<file path="src/rtl/instr_stream_feeder.sv">
// Instruction store plus valid/ready streamer that feeds a CPU instruction port.
// Define FEEDER_STALL_CNT_EN to add the stall_cnt output (consumer back-pressure cycles).
module instr_stream_feeder #(
  parameter int DATA_W = 32,
  parameter int DEPTH  = 17,
  parameter int ADDR_W = 5
) (
  input  logic              clk,
  input  logic              rst,
  input  logic              load_en,
  input  logic [ADDR_W-1:0] load_addr,
  input  logic [DATA_W-1:0] load_data,
  input  logic              start,
  input  logic [ADDR_W:0]   count,
  input  logic              loop_mode,
  input  logic              abort,
  output logic [DATA_W-1:0] instr_out,
  output logic              instr_valid,
  input  logic              instr_ready,
  output logic [ADDR_W-1:0] pc_idx,
  output logic              busy,
  output logic              done,
`ifdef FEEDER_STALL_CNT_EN
  output logic [15:0]       stall_cnt,
`endif
  output logic [7:0]        loop_cnt
);

  localparam logic [ADDR_W:0] DEPTH_C = (ADDR_W+1)'(DEPTH);

  typedef enum logic [1:0] {IDLE, RUN, DONE} state_e;

  state_e              state_q, state_d;
  logic [DATA_W-1:0]   mem_q [DEPTH];
  logic [DATA_W-1:0]   instr_q, instr_d;
  logic                valid_q, valid_d;
  logic [ADDR_W-1:0]   idx_q, idx_d;
  logic [ADDR_W:0]     n_q, n_d;
  logic                loop_q, loop_d;
  logic [7:0]          loop_cnt_q, loop_cnt_d;
  logic                start_acc;
  logic                wr_en;
  logic                last_word;
  logic [DATA_W-1:0]   rd_word;

  // Loads land only while idle, so the store is frozen for the whole run.
  assign wr_en = (state_q == IDLE) && load_en && !abort && ({1'b0, load_addr} < DEPTH_C);

  always_ff @(posedge clk) begin
    if (wr_en) mem_q[load_addr] <= load_data;
  end

  assign last_word = ({1'b0, idx_q} == (n_q - 1'b1));

  always_comb begin
    state_d    = state_q;
    idx_d      = idx_q;
    valid_d    = valid_q;
    n_d        = n_q;
    loop_d     = loop_q;
    loop_cnt_d = loop_cnt_q;
    start_acc  = 1'b0;
    if (abort) begin
      state_d = IDLE;
      idx_d   = '0;
      valid_d = 1'b0;
    end else begin
      case (state_q)
        IDLE: begin
          if (start) begin
            start_acc  = 1'b1;
            n_d        = (count > DEPTH_C) ? DEPTH_C : count;
            loop_d     = loop_mode;
            loop_cnt_d = '0;
            idx_d      = '0;
            if (n_d == '0) begin
              state_d = DONE;
            end else begin
              state_d = RUN;
              valid_d = 1'b1;
            end
          end
        end
        RUN: begin
          if (valid_q && instr_ready) begin
            if (last_word) begin
              idx_d = '0;
              if (loop_q) begin
                loop_cnt_d = loop_cnt_q + 8'd1;
              end else begin
                state_d = DONE;
                valid_d = 1'b0;
              end
            end else begin
              idx_d = idx_q + 1'b1;
            end
          end
        end
        DONE:    state_d = IDLE;
        default: state_d = IDLE;
      endcase
    end
  end

  // Bypass lets a load issued with start reach the very first word of the run.
  assign rd_word = (wr_en && (load_addr == idx_d)) ? load_data : mem_q[idx_d];
  assign instr_d = valid_d ? rd_word : '0;

  always_ff @(posedge clk or negedge rst) begin
    if (!rst) begin
      state_q    <= IDLE;
      instr_q    <= '0;
      valid_q    <= 1'b0;
      idx_q      <= '0;
      n_q        <= '0;
      loop_q     <= 1'b0;
      loop_cnt_q <= '0;
    end else begin
      state_q    <= state_d;
      instr_q    <= instr_d;
      valid_q    <= valid_d;
      idx_q      <= idx_d;
      n_q        <= n_d;
      loop_q     <= loop_d;
      loop_cnt_q <= loop_cnt_d;
    end
  end

`ifdef FEEDER_STALL_CNT_EN
  logic [15:0] stall_q, stall_d;

  always_comb begin
    stall_d = stall_q;
    if (start_acc) stall_d = '0;
    else if (valid_q && !instr_ready && (stall_q != 16'hFFFF)) stall_d = stall_q + 16'd1;
  end

  always_ff @(posedge clk or negedge rst) begin
    if (!rst) stall_q <= '0;
    else      stall_q <= stall_d;
  end

  assign stall_cnt = stall_q;
`endif

  assign instr_out   = instr_q;
  assign instr_valid = valid_q;
  assign pc_idx      = idx_q;
  assign busy        = (state_q == RUN);
  assign done        = (state_q == DONE);
  assign loop_cnt    = loop_cnt_q;

endmodule

</file>
<file path="config.mk">
export PLATFORM = sky130hd
export DESIGN_NAME = instr_stream_feeder
export DESIGN_NICKNAME = d
export VERILOG_FILES = /design/src/rtl/instr_stream_feeder.sv
export SDC_FILE = /design/constraint.sdc
export NUM_CORES = 1
export LEC_CHECK = 0
export CORE_MARGIN = 2
export CORE_UTILIZATION = 35
export CTS_CLUSTER_SIZE = 12
export DETAILED_ROUTE_END_ITERATION = 8
export SYNTH_ARGS = -nofsm -noshare
export SYNTH_HDL_FRONTEND = slang
export SYNTH_SLANG_ARGS = --single-unit
</file>
<file path="constraint.sdc">
create_clock -name clk -period 10 [get_ports clk]
set_input_delay 1.5 -clock clk [delete_from_list [all_inputs] [get_ports clk]]
set_output_delay 1.5 -clock clk [all_outputs]
set_load 0.01 [all_outputs]
</file>
==> results.txt, run 1 <==
----------------------------------------------------
[Route]
  Length of routed wiring on met1 ... 26900 um
  Total length of routed wires ... 62700 um
  Via Count ... 14200
  Final routed wire length divided by cell count ... 24.7 um
  Detail Route met3 WL ... 4440 um
  Number of optimization iterations in the first detailed-route pass ... 6
  DR vias/cell ... 5.62
  Uppermost metal layer occupied by signal nets ... met5
  Antenna-violating nets left ... 0
  Number of remaining DRC errors ... 0
  Met2 routed WL ... 29700 um
  Number of DRC markers in iteration 0 ... 1548

[Clocking]
  Clock slew seen by the registers of the worst setup and hold paths ... 0.06 ns
  Clk sink count ... 599
  Insertion delay of the later-clocked pin in the worst-skew pair ... 0.65 ns
  Clock Root Buffer ... sky130_fd_sc_hd__clkbuf_16
  Post-CTS Repair Setup Buffers ... 0
  Hold-fix buffers, CTS ... 0
  CTS tree ... yes
  Post-CTS sizing ... 0
  Number of buffers on the longest clock path ... 3
  Total number of H-tree levels ... 2
  Clock buffers created by TritonCTS ... 60

[Synth]
  Average size of a mapped cell ... 15.3 um2
  Most used flip-flop cell after synthesis ... sky130_fd_sc_hd__edfxtp_1
  Proportion of netlist area held by the largest area contributor ... 0.694
  Netlist cell types ... 61
  Number of synthesized register bits ... 599
  Sequential fraction of the synthesis area ... 0.753
  Biggest area contributors in the synthesized netlist ... sky130_fd_sc_hd__edfxtp_1 69%, sky130_fd_sc_hd__dfrtp_1 5.8%, sky130_fd_sc_hd__a221oi_1 4.8%
  Synthesized netlist cell count ... 1539
  Number of enable flip-flop cells after synthesis ... 544
  Syn_nets ... 1592
  Ys Warns ... 0
  Top-count cell post-synth ... sky130_fd_sc_hd__edfxtp_1
  Cell type with the highest aggregate area in the netlist ... sky130_fd_sc_hd__edfxtp_1
  Proportion of register bits with asynchronous set or reset after synthesis ... 0.0918
  Top cells by count, synth ... 544 x sky130_fd_sc_hd__edfxtp_1, 215 x sky130_fd_sc_hd__nand2_1, 128 x sky130_fd_sc_hd__a221oi_1
  Cell area after synthesis ... 0.0235 mm2

[Global routing]
  First-pass GRT wire length ... 91600 um
  Global route overflow ... 0
  Largest net degree at the start of global routing ... 178
  Vias in the first global route ... 13800
  Antenna violations before repair ... 1
  Global router's overall resource usage ... 0.176

[Timing]
  Max-slew violation total from the final report ... 0
  Maximum achievable frequency ... 0.193 GHz
  Tcrit/Tclk final ... 0.518
  Headroom to the max-slew limit ... 0.253
  Measured slew at the worst slew-check pin ... 1.12 ns
  Final worst clock skew ... 0.0408 ns
  Unrepaired setup endpoints after global routing ... false
  Final Hold Vio Count ... 0
  Final worst-path setup slack ... 4.82 ns
  Post-layout minimum cycle time ... 5.18 ns
  Summed negative setup slack over all endpoints ... 0 ns
  Total setup violations reported at the end of the flow ... 0

[Worst setup path]
  Slack of the worst reg-to-reg path ... 5.32 ns
  Critical setup path kind ... input pin to flip-flop
  Element type at the critical path end ... flip-flop
  Data required time at the worst endpoint ... 10.55 ns
  Critical path data arrival time ... 5.73 ns
  Worst-path maximum fanout ... 51
  Number of cells on the worst reg-to-reg path ... 11
  Startpoint Class ... input pin

[Min path]
  Worst hold path cell count ... 1
  Kind of path behind the tightest hold check ... flip-flop to flip-flop

[Finish]
  Final cell count without fillers ... 2536
  Flip-flop and latch area ... 0.0177 mm2
  Area taken by multi-input logic gates ... 0.00533 mm2
  Area growth from synthesis to layout ... 16.5%
  Final-stage net count ... 1665
  Area of all placed cells without fillers ... 0.0274 mm2
  Share of layout cells above drive strength 1 ... 0.107
  Count of filler cells inserted in the layout ... 5953

[Power and ir drop]
  P_leak ... 8.76 nW
  Int Power ... 4.07 mW
  Peak supply drop ... 0.143 mV
  Net switching power of the design ... 1.08 mW
  Power density over the cells ... 188 mW/mm2
  Total power after layout ... 5.15 mW
  Sequential power share ... 0.537
  Switching share of total power ... 0.210
  Fraction of power consumed by combinational cells ... 0.038
  Clock network fraction of total power ... 0.425

[Place]
  Cell count after placement ... 2423
  Last weighted congestion value of the routability-driven placer ... 0.801
  Pre-CTS worst setup slack ... 4.27 ns
  Placed Instance Area ... 0.0255 mm2
  Number of I/O port buffers ... 97
  HPWL after detailed placement ... 30600 um

[Job]
  Count of max-cap constraint violations ... 0

[Floorplan]
  Total Die Area ... 0.0693 mm2
  Core box area ... 0.0669 mm2
  Die H ... 263 um
  Die Width ... 263 um
  Site row count ... 95
  I/O pins ... 98
  Initial core utilization ... 0.352

[Outcome]
  Status ... complete, no violations

----------------------------------------------------
## flip-flops by register name, indices dropped and copies added, names as in the netlist
| signal | flops |
|---|---|
| mem_q | 544 |
| instr_out | 32 |
| loop_cnt | 8 |
| n_q | 6 |
| pc_idx | 5 |
| state_q | 2 |
| instr_valid | 1 |
| loop_q | 1 |
## stage by stage
step,util,hold WS [ns]
2_1_floorplan,-,0.500
3_3_place_gp,0.381,0.528
3_5_place_dp,0.381,0.536
4_1_cts,0.410,0.550
5_1_grt,0.410,0.576
6_report,0.410,0.542
## critical path, stage by stage
cell,delay [ns]
sky130_fd_sc_hd__clkdlybuf4s50_1,0.51
sky130_fd_sc_hd__nand2_1,0.12
sky130_fd_sc_hd__nor3_1,0.25
sky130_fd_sc_hd__nand4_2,0.22
sky130_fd_sc_hd__o21ai_1,0.37
sky130_fd_sc_hd__a21o_4,0.58
sky130_fd_sc_hd__xnor2_1,0.20
sky130_fd_sc_hd__nor4_4,0.27
sky130_fd_sc_hd__buf_4,0.50
sky130_fd_sc_hd__nand2_2,0.75
sky130_fd_sc_hd__a31oi_1,0.42
## metal layers
layer  vias to the layer above  global-route usage
met3                        97              0.0266
met1                      7249               0.247
met4                         2              0.0550
met2                       574               0.284
met5                         -                   0
li1                       6321                   -
## cell usage in the layout, fill, tap and decap left out, types with 31 or more instances in the layout
master / n
sky130_fd_sc_hd__inv_1: 41
sky130_fd_sc_hd__a311oi_1: 65
sky130_fd_sc_hd__clkdlybuf4s50_1: 96
sky130_fd_sc_hd__a211oi_1: 32
sky130_fd_sc_hd__nor2_1: 53
sky130_fd_sc_hd__a221oi_1: 128
sky130_fd_sc_hd__nand2_1: 213
sky130_fd_sc_hd__buf_4: 31
sky130_fd_sc_hd__clkbuf_1: 32
sky130_fd_sc_hd__a221o_1: 32
sky130_fd_sc_hd__dfrtp_1: 55
sky130_fd_sc_hd__edfxtp_1: 544
sky130_fd_sc_hd__clkbuf_16: 61
sky130_fd_sc_hd__a31o_2: 32
sky130_fd_sc_hd__mux2i_1: 31
sky130_fd_sc_hd__a31oi_1: 65
## worst paths after layout
check,from,endpoint
worst max-delay path,instr_ready,instr_out[6]$_DFF_PN0_
worst min-delay path,n_q[5]$_DFFE_PN0P_,n_q[5]$_DFFE_PN0P_
worst max register to register,n_q[0]$_DFFE_PN0P_,instr_out[26]$_DFF_PN0_
worst min register to register,n_q[5]$_DFFE_PN0P_,n_q[5]$_DFFE_PN0P_
max in group asynchronous,rst,instr_out[22]$_DFF_PN0_
min in group asynchronous,rst,loop_cnt[5]$_DFFE_PN0P_
## power groups by stage
stage                     clock, mW  sequential, mW  combinational (mW)
after global placement            0            2.82               0.191
after detailed placement          0            2.82               0.196
after global routing           2.32            2.77               0.213
final                          2.19            2.77               0.196
after floorplan                   0            2.81              0.0862
after CTS                      2.23            2.77               0.197
## kinds of logic (layout without fill, tap and decap cells)
logic type	after synthesis	after routing	share of synthesized area
xor+xnor	15	15	0.00558
flops	599	599	0.753
simple gates	344	344	0.0627
other cells	0	1	0
compound gates	386	386	0.135
mux	33	33	0.0143
fa+ha+maj	3	3	0.00159
buf+inv	159	282	0.0284
## final cells by class
cell class,instances,share of cell area
Antenna cell,1,0.0000912
Clock buffer,102,0.0646
Clock inverter,10,0.00547
Inverter,42,0.00584
Multi-Input combinational cell,781,0.194
Sequential cell,599,0.646
Tap cell,873,0.0398
Timing Repair Buffer,128,0.0443
No activity file was read; power rests on OpenSTA's default activity.
==> inputs of run 2 (changes only) <==
==> constraint.sdc (replaced) <==
create_clock -name clk -period 5.08 [get_ports clk]
set_input_delay 0.762 -clock clk [delete_from_list [all_inputs] [get_ports clk]]
set_output_delay 0.762 -clock clk [all_outputs]
set_load 0.01 [all_outputs]
==> run 2 against run 1 <==
First-iteration DRC count grew 2.7%. Hold slack got worse by 0.24 ns. Utilization increased by 0.36 points. Worst setup slack worse by 3.6 ns. Sequential power grew 96%. Via count rose by 1.2%. Total power is 97% higher. Clock power up 97%. Flip-flop and latch count unchanged. Register-to-register slack worse by 4.1 ns. Sequential share of layout area decreased by 0.56 points. Die area unchanged. Largest cell class unchanged. Largest power group unchanged.
==> results.txt, run 2 (synthesis results as in run 1) <==
----------------------------------------------------
[Route]
  DR vias/cell ... 5.65
  Via Count ... 14400
  Total length of routed wires ... 62400 um
  Number of remaining DRC errors ... 0
  Number of optimization iterations in the first detailed-route pass ... 5
  Number of DRC markers in iteration 0 ... 1590
  Antenna-violating nets left ... 0
  Final routed wire length divided by cell count ... 24.5 um

[Timing]
  Max-slew violation total from the final report ... 0
  Post-layout minimum cycle time ... 3.89 ns
  Unrepaired setup endpoints after global routing ... false
  Tcrit/Tclk final ... 0.766
  Summed negative setup slack over all endpoints ... 0 ns
  Final Hold Vio Count ... 0
  Final worst clock skew ... 0.0149 ns
  Headroom to the max-slew limit ... 0.255
  Worst hold slack ... 0.303 ns
  Maximum achievable frequency ... 0.257 GHz
  Total setup violations reported at the end of the flow ... 0
  Measured slew at the worst slew-check pin ... 1.11 ns

[Worst setup path]
  Critical path data arrival time ... 4.33 ns
  Startpoint Class ... flip-flop
  Worst-path maximum fanout ... 59
  Data required time at the worst endpoint ... 5.52 ns
  Endpoint of the worst register-to-register path ... instr_out[16]$_DFF_PN0_
  Worst R2R Start ... n_q[0]$_DFFE_PN0P_
  Critical setup path kind ... flip-flop to flip-flop
  Number of cells on the worst reg-to-reg path ... 11
  Element type at the critical path end ... flip-flop
  Slack of the worst reg-to-reg path ... 1.19 ns

[Power and ir drop]
  Switching share of total power ... 0.206
  Peak supply drop ... 0.246 mV
  Fraction of power consumed by combinational cells ... 0.039
  Power density over the cells ... 367 mW/mm2
  P_leak ... 8.89 nW
  Sequential power share ... 0.536
  Clock network fraction of total power ... 0.425
  Net switching power of the design ... 2.10 mW
  Int Power ... 8.06 mW

[Clocking]
  Number of buffers on the longest clock path ... 3
  Clock slew seen by the registers of the worst setup and hold paths ... 0.06 ns
  Total number of H-tree levels ... 2
  Post-CTS Repair Setup Buffers ... 0
  Clock Root Buffer ... sky130_fd_sc_hd__clkbuf_16
  Insertion delay of the later-clocked pin in the worst-skew pair ... 0.62 ns
  Hold-fix buffers, CTS ... 0
  Clock buffers created by TritonCTS ... 61
  CTS tree ... yes
  Post-CTS sizing ... 0
  Clk sink count ... 599

[Global routing]
  Global router's overall resource usage ... 0.177
  Largest net degree at the start of global routing ... 162
  Global route overflow ... 0
  Vias in the first global route ... 14100
  Antenna violations before repair ... 0
  First-pass GRT wire length ... 92200 um

[Floorplan]
  Die H ... 263 um
  Initial core utilization ... 0.352
  Die Width ... 263 um
  Core box area ... 0.0669 mm2
  I/O pins ... 98
  Total Die Area ... 0.0693 mm2
  Site row count ... 95

[Finish]
  Most frequent standard cell in the layout excluding fill and tap cells ... sky130_fd_sc_hd__edfxtp_1
  Largest register FFs ... 544
  Reg with most FFs ... mem_q
  Leading cell types in the layout, fill and taps excluded ... 544 x sky130_fd_sc_hd__edfxtp_1, 213 x sky130_fd_sc_hd__nand2_1, 128 x sky130_fd_sc_hd__a221oi_1, 96 x sky130_fd_sc_hd__clkdlybuf4s50_1
  Area growth from synthesis to layout ... 17.6%
  Final cell count without fillers ... 2550
  Count of antenna diodes in the layout ... 0
  Final-stage net count ... 1680
  Share of layout cells above drive strength 1 ... 0.116

[Job]
  Count of max-cap constraint violations ... 0

[Place]
  Number of I/O port buffers ... 97
  HPWL after detailed placement ... 31500 um
  Last weighted congestion value of the routability-driven placer ... 0.795
  Cell count after placement ... 2437

[Outcome]
  Status ... complete, no violations

[Min path]
  Kind of path behind the tightest hold check ... input pin to asynchronous set/reset pin

----------------------------------------------------
[run 2: critical path: stages, from the launching register on]
cell and delay [ns]:
sky130_fd_sc_hd__dfrtp_1 0.44, sky130_fd_sc_hd__or2_1 0.26, sky130_fd_sc_hd__or4_1 0.49, sky130_fd_sc_hd__nand4_2 0.18
sky130_fd_sc_hd__o21ai_1 0.17, sky130_fd_sc_hd__a21o_4 0.28, sky130_fd_sc_hd__inv_4 0.64, sky130_fd_sc_hd__buf_12 0.38
sky130_fd_sc_hd__mux2i_1 0.24, sky130_fd_sc_hd__a211oi_1 0.10, sky130_fd_sc_hd__a221oi_1 0.27, sky130_fd_sc_hd__a31oi_1 0.19
[run 2: stage by stage]
stage                     worst slack [ns]  total power [mW]  cell area, um2   util
after floorplan                      0.421              5.71           23600      -
after global placement               0.854              5.93           25700  0.385
after detailed placement             0.799              5.94           25700  0.385
after CTS                             1.16              10.2           27700  0.413
after global routing                 0.972              10.5           27700  0.413
final                                 1.19              10.2           27700  0.413
[run 2: worst max-delay path by stage]
stage / startpoint / slack (ns) / cells past startpoint / end
floorplan: abort / 0.42 / 5 / mem_q[9][0]$_DFFE_PP_
global placement: instr_ready / 0.85 / 10 / instr_out[16]$_DFF_PN0_
detailed placement: instr_ready / 0.80 / 10 / instr_out[8]$_DFF_PN0_
CTS: n_q[0]$_DFFE_PN0P_ / 1.16 / 11 / instr_out[20]$_DFF_PN0_
global route: n_q[0]$_DFFE_PN0P_ / 0.97 / 11 / instr_out[8]$_DFF_PN0_
finish: n_q[0]$_DFFE_PN0P_ / 1.19 / 11 / instr_out[16]$_DFF_PN0_
[run 2: area by class of cell]
cell class	instances	area, um2
fill	5971	39300
sequential	599	17700
clock buffer	100	1810
clock inverter	13	120
timing repair buffer	142	1430
inverter	42	160
multi-input combinational	781	5350
tap	873	1090
[run 2: power by group through the flow]
stage	sequential (mW)	combinational [mW]	clock (mW)
after floorplan	5.54	0.170	0
after global placement	5.54	0.389	0
after detailed placement	5.54	0.399	0
after CTS	5.44	0.400	4.40
after global routing	5.44	0.432	4.59
final	5.44	0.399	4.32
[run 2: per-layer routing]
metal,GRT usage,share of wire
met5,0,0
met4,0.0503,0.021
met3,0.0266,0.068
met2,0.286,0.48
met1,0.247,0.43
==> inputs of run 3 (changes only) <==
==> constraint.sdc (replaced) <==
create_clock -name clk -period 4.1 [get_ports clk]
set_input_delay 0.615 -clock clk [delete_from_list [all_inputs] [get_ports clk]]
set_output_delay 0.615 -clock clk [all_outputs]
set_load 0.01 [all_outputs]
==> run 3 against run 2 <==
Cell area up 1.2%. Count of clock-buffer cells in the layout up 3. Die area unchanged. Maximum frequency up 6.3%. Via count up 1.4%. First-iteration DRC count down 16%. Sequential power up 24%. Hold slack worse by 0.14 ns. Total power up 24%. Flip-flop and latch count unchanged. Critical path type unchanged. Critical endpoint is now instr_out[19]$_DFF_PN0_. Largest power group unchanged. Highest routed layer is now met5.
==> results.txt, run 3 (synthesis results as in run 1) <==
----------------------------------------------------
[Outcome]
  Status ... complete, no violations

[Clocking]
  Clock buffers created by TritonCTS ... 61
  Clk sink count ... 599
  Post-CTS Repair Setup Buffers ... 0
  Hold-fix buffers, CTS ... 0
  CTS tree ... yes
  Number of buffers on the longest clock path ... 3
  Insertion delay of the later-clocked pin in the worst-skew pair ... 0.63 ns
  Clock slew seen by the registers of the worst setup and hold paths ... 0.06 ns
  Clock Root Buffer ... sky130_fd_sc_hd__clkbuf_16
  Post-CTS sizing ... 0
  Total number of H-tree levels ... 2

[Finish]
  Reg with most FFs ... mem_q
  Area growth from synthesis to layout ... 19.0%
  Final-stage net count ... 1704
  Largest register FFs ... 544
  Final cell count without fillers ... 2578
  Count of filler cells inserted in the layout ... 5928
  Most frequent standard cell in the layout excluding fill and tap cells ... sky130_fd_sc_hd__edfxtp_1
  Share of layout cells above drive strength 1 ... 0.127
  Leading cell types in the layout, fill and taps excluded ... 544 x sky130_fd_sc_hd__edfxtp_1, 213 x sky130_fd_sc_hd__nand2_1, 128 x sky130_fd_sc_hd__a221oi_1, 96 x sky130_fd_sc_hd__clkdlybuf4s50_1

[Worst setup path]
  Critical path buffers and inverters ... 2
  Worst-path maximum fanout ... 38
  Cell at the slowest stage of the critical path ... sky130_fd_sc_hd__or4_1
  Timing startpoint of the critical path ... n_q[0]$_DFFE_PN0P_
  Data required time at the worst endpoint ... 4.56 ns
  Worst path top cell family by delay ... compound AO/OA/AOI/OAI gates
  Element type at the critical path end ... flip-flop
  Worst R2R Start ... n_q[0]$_DFFE_PN0P_
  Startpoint Class ... flip-flop
  Maximum single-stage delay on the critical path ... 0.51 ns
  Slack of the worst reg-to-reg path ... 0.44 ns
  Critical path data arrival time ... 4.12 ns
  Critical path cell sequence ... or2_1 -> or4_1 -> nand4_2 -> o21ai_1 -> a21o_4 -> inv_4 -> buf_12 -> mux2i_1 -> a211oi_1 -> a221oi_1 -> a31oi_1
  Critical setup path kind ... flip-flop to flip-flop

[Floorplan]
  Site row count ... 95
  Total Die Area ... 0.0693 mm2
  Core box area ... 0.0669 mm2
  Die H ... 263 um
  Initial core utilization ... 0.352
  I/O pins ... 98
  Die Width ... 263 um

[Timing]
  Total setup violations reported at the end of the flow ... 0
  Final worst clock skew ... 0.0207 ns
  Measured slew at the worst slew-check pin ... 1.01 ns
  Worst hold slack ... 0.159 ns
  Tcrit/Tclk final ... 0.892
  Headroom to the max-slew limit ... 0.328
  Maximum achievable frequency ... 0.273 GHz
  Max-slew violation total from the final report ... 0
  Final worst-path setup slack ... 0.441 ns
  Post-layout minimum cycle time ... 3.66 ns
  Unrepaired setup endpoints after global routing ... false
  Final Hold Vio Count ... 0

[Route]
  Antenna-violating nets left ... 0
  Number of remaining DRC errors ... 0
  Number of DRC markers in iteration 0 ... 1332
  Final routed wire length divided by cell count ... 24.5 um
  Via Count ... 14600
  Total length of routed wires ... 63000 um
  Number of optimization iterations in the first detailed-route pass ... 5
  DR vias/cell ... 5.67

[Power and ir drop]
  P_leak ... 9.06 nW
  Peak supply drop ... 0.334 mV
  Power density over the cells ... 450 mW/mm2
  Total power after layout ... 12.6 mW

[Place]
  Pre-CTS worst setup slack ... 0.267 ns
  Last weighted congestion value of the routability-driven placer ... 0.788
  HPWL after detailed placement ... 33700 um
  Number of I/O port buffers ... 97
  Cell count after placement ... 2461

[Global routing]
  Antenna violations before repair ... 2
  Global route overflow ... 0
  Global router's overall resource usage ... 0.179
  Vias in the first global route ... 14300
  Largest net degree at the start of global routing ... 88
  First-pass GRT wire length ... 93800 um

[Job]
  Count of max-cap constraint violations ... 0

[Min path]
  Kind of path behind the tightest hold check ... input pin to asynchronous set/reset pin

----------------------------------------------------
run 3: cell count changes in the layout (fill, tap and decap cells not counted):
cell                         change
sky130_fd_sc_hd__buf_12         +10
sky130_fd_sc_hd__buf_4          +14
sky130_fd_sc_hd__clkbuf_1        +4
sky130_fd_sc_hd__clkbuf_16       -1
sky130_fd_sc_hd__clkinv_16       +1
sky130_fd_sc_hd__clkinv_2        -1
sky130_fd_sc_hd__clkinv_4        +1
sky130_fd_sc_hd__clkinvlp_4      -1
sky130_fd_sc_hd__diode_2         +1
sky130_fd_sc_hd__nor3_2          -1
sky130_fd_sc_hd__nor3_4          +1
run 3: layer usage:
metal  GRT usage  vias to the layer above  share of wire
met5           0                        -        0.00024
met4      0.0571                        2          0.027
met3      0.0273                      115          0.066
met2       0.293                      590           0.48
met1       0.246                     7496           0.43
li1            -                     6411              -
run 3: final cells by class:
class                           instances  area (um2)  share of cell area
Sequential cell                       599       17700               0.633
Multi-Input combinational cell        781        5350               0.191
Clock buffer                          103        1800              0.0641
Timing Repair Buffer                  166        1740              0.0620
Tap cell                              873        1090              0.0390
Inverter                               42         160             0.00572
Clock inverter                         13         146             0.00523
Antenna cell                            1        2.50           0.0000894
run 3: metrics by stage:
stage / area, um2 / utilization / setup TNS, ns
global route: 28000 / 0.418 / 0
floorplan: 23600 / - / -0.438
global placement: 26100 / 0.389 / 0
finish: 28000 / 0.418 / 0
CTS: 28000 / 0.418 / 0
detailed placement: 26100 / 0.389 / 0
run 3: where the power goes:
group          leakage [nW]  switching (mW)  internal, mW  total (mW)
logic                  2.50           0.322         0.181       0.503
clock network         0.937            2.27          3.09        5.36
registers              5.62          0.0347          6.71        6.74
total                  9.06            2.62          9.98        12.6
run 3: final timing paths:
kind,endpoint,depth (start not counted)
max,instr_out[19]$_DFF_PN0_,11
min,loop_cnt[7]$_DFFE_PN0P_,1
max reg2reg,instr_out[19]$_DFF_PN0_,11
min reg2reg,loop_cnt[1]$_DFFE_PN0P_,2
max in group asynchronous,instr_out[15]$_DFF_PN0_,1
min in group clk,loop_cnt[1]$_DFFE_PN0P_,2
run 3: worst register-to-register path, stage by stage (launching register included):
cell and delay, ns:
sky130_fd_sc_hd__dfrtp_1 0.45, sky130_fd_sc_hd__or2_1 0.28, sky130_fd_sc_hd__or4_1 0.51, sky130_fd_sc_hd__nand4_2 0.19
sky130_fd_sc_hd__o21ai_1 0.16, sky130_fd_sc_hd__a21o_4 0.28, sky130_fd_sc_hd__inv_4 0.48, sky130_fd_sc_hd__buf_12 0.33
sky130_fd_sc_hd__mux2i_1 0.23, sky130_fd_sc_hd__a211oi_1 0.09, sky130_fd_sc_hd__a221oi_1 0.32, sky130_fd_sc_hd__a31oi_1 0.19
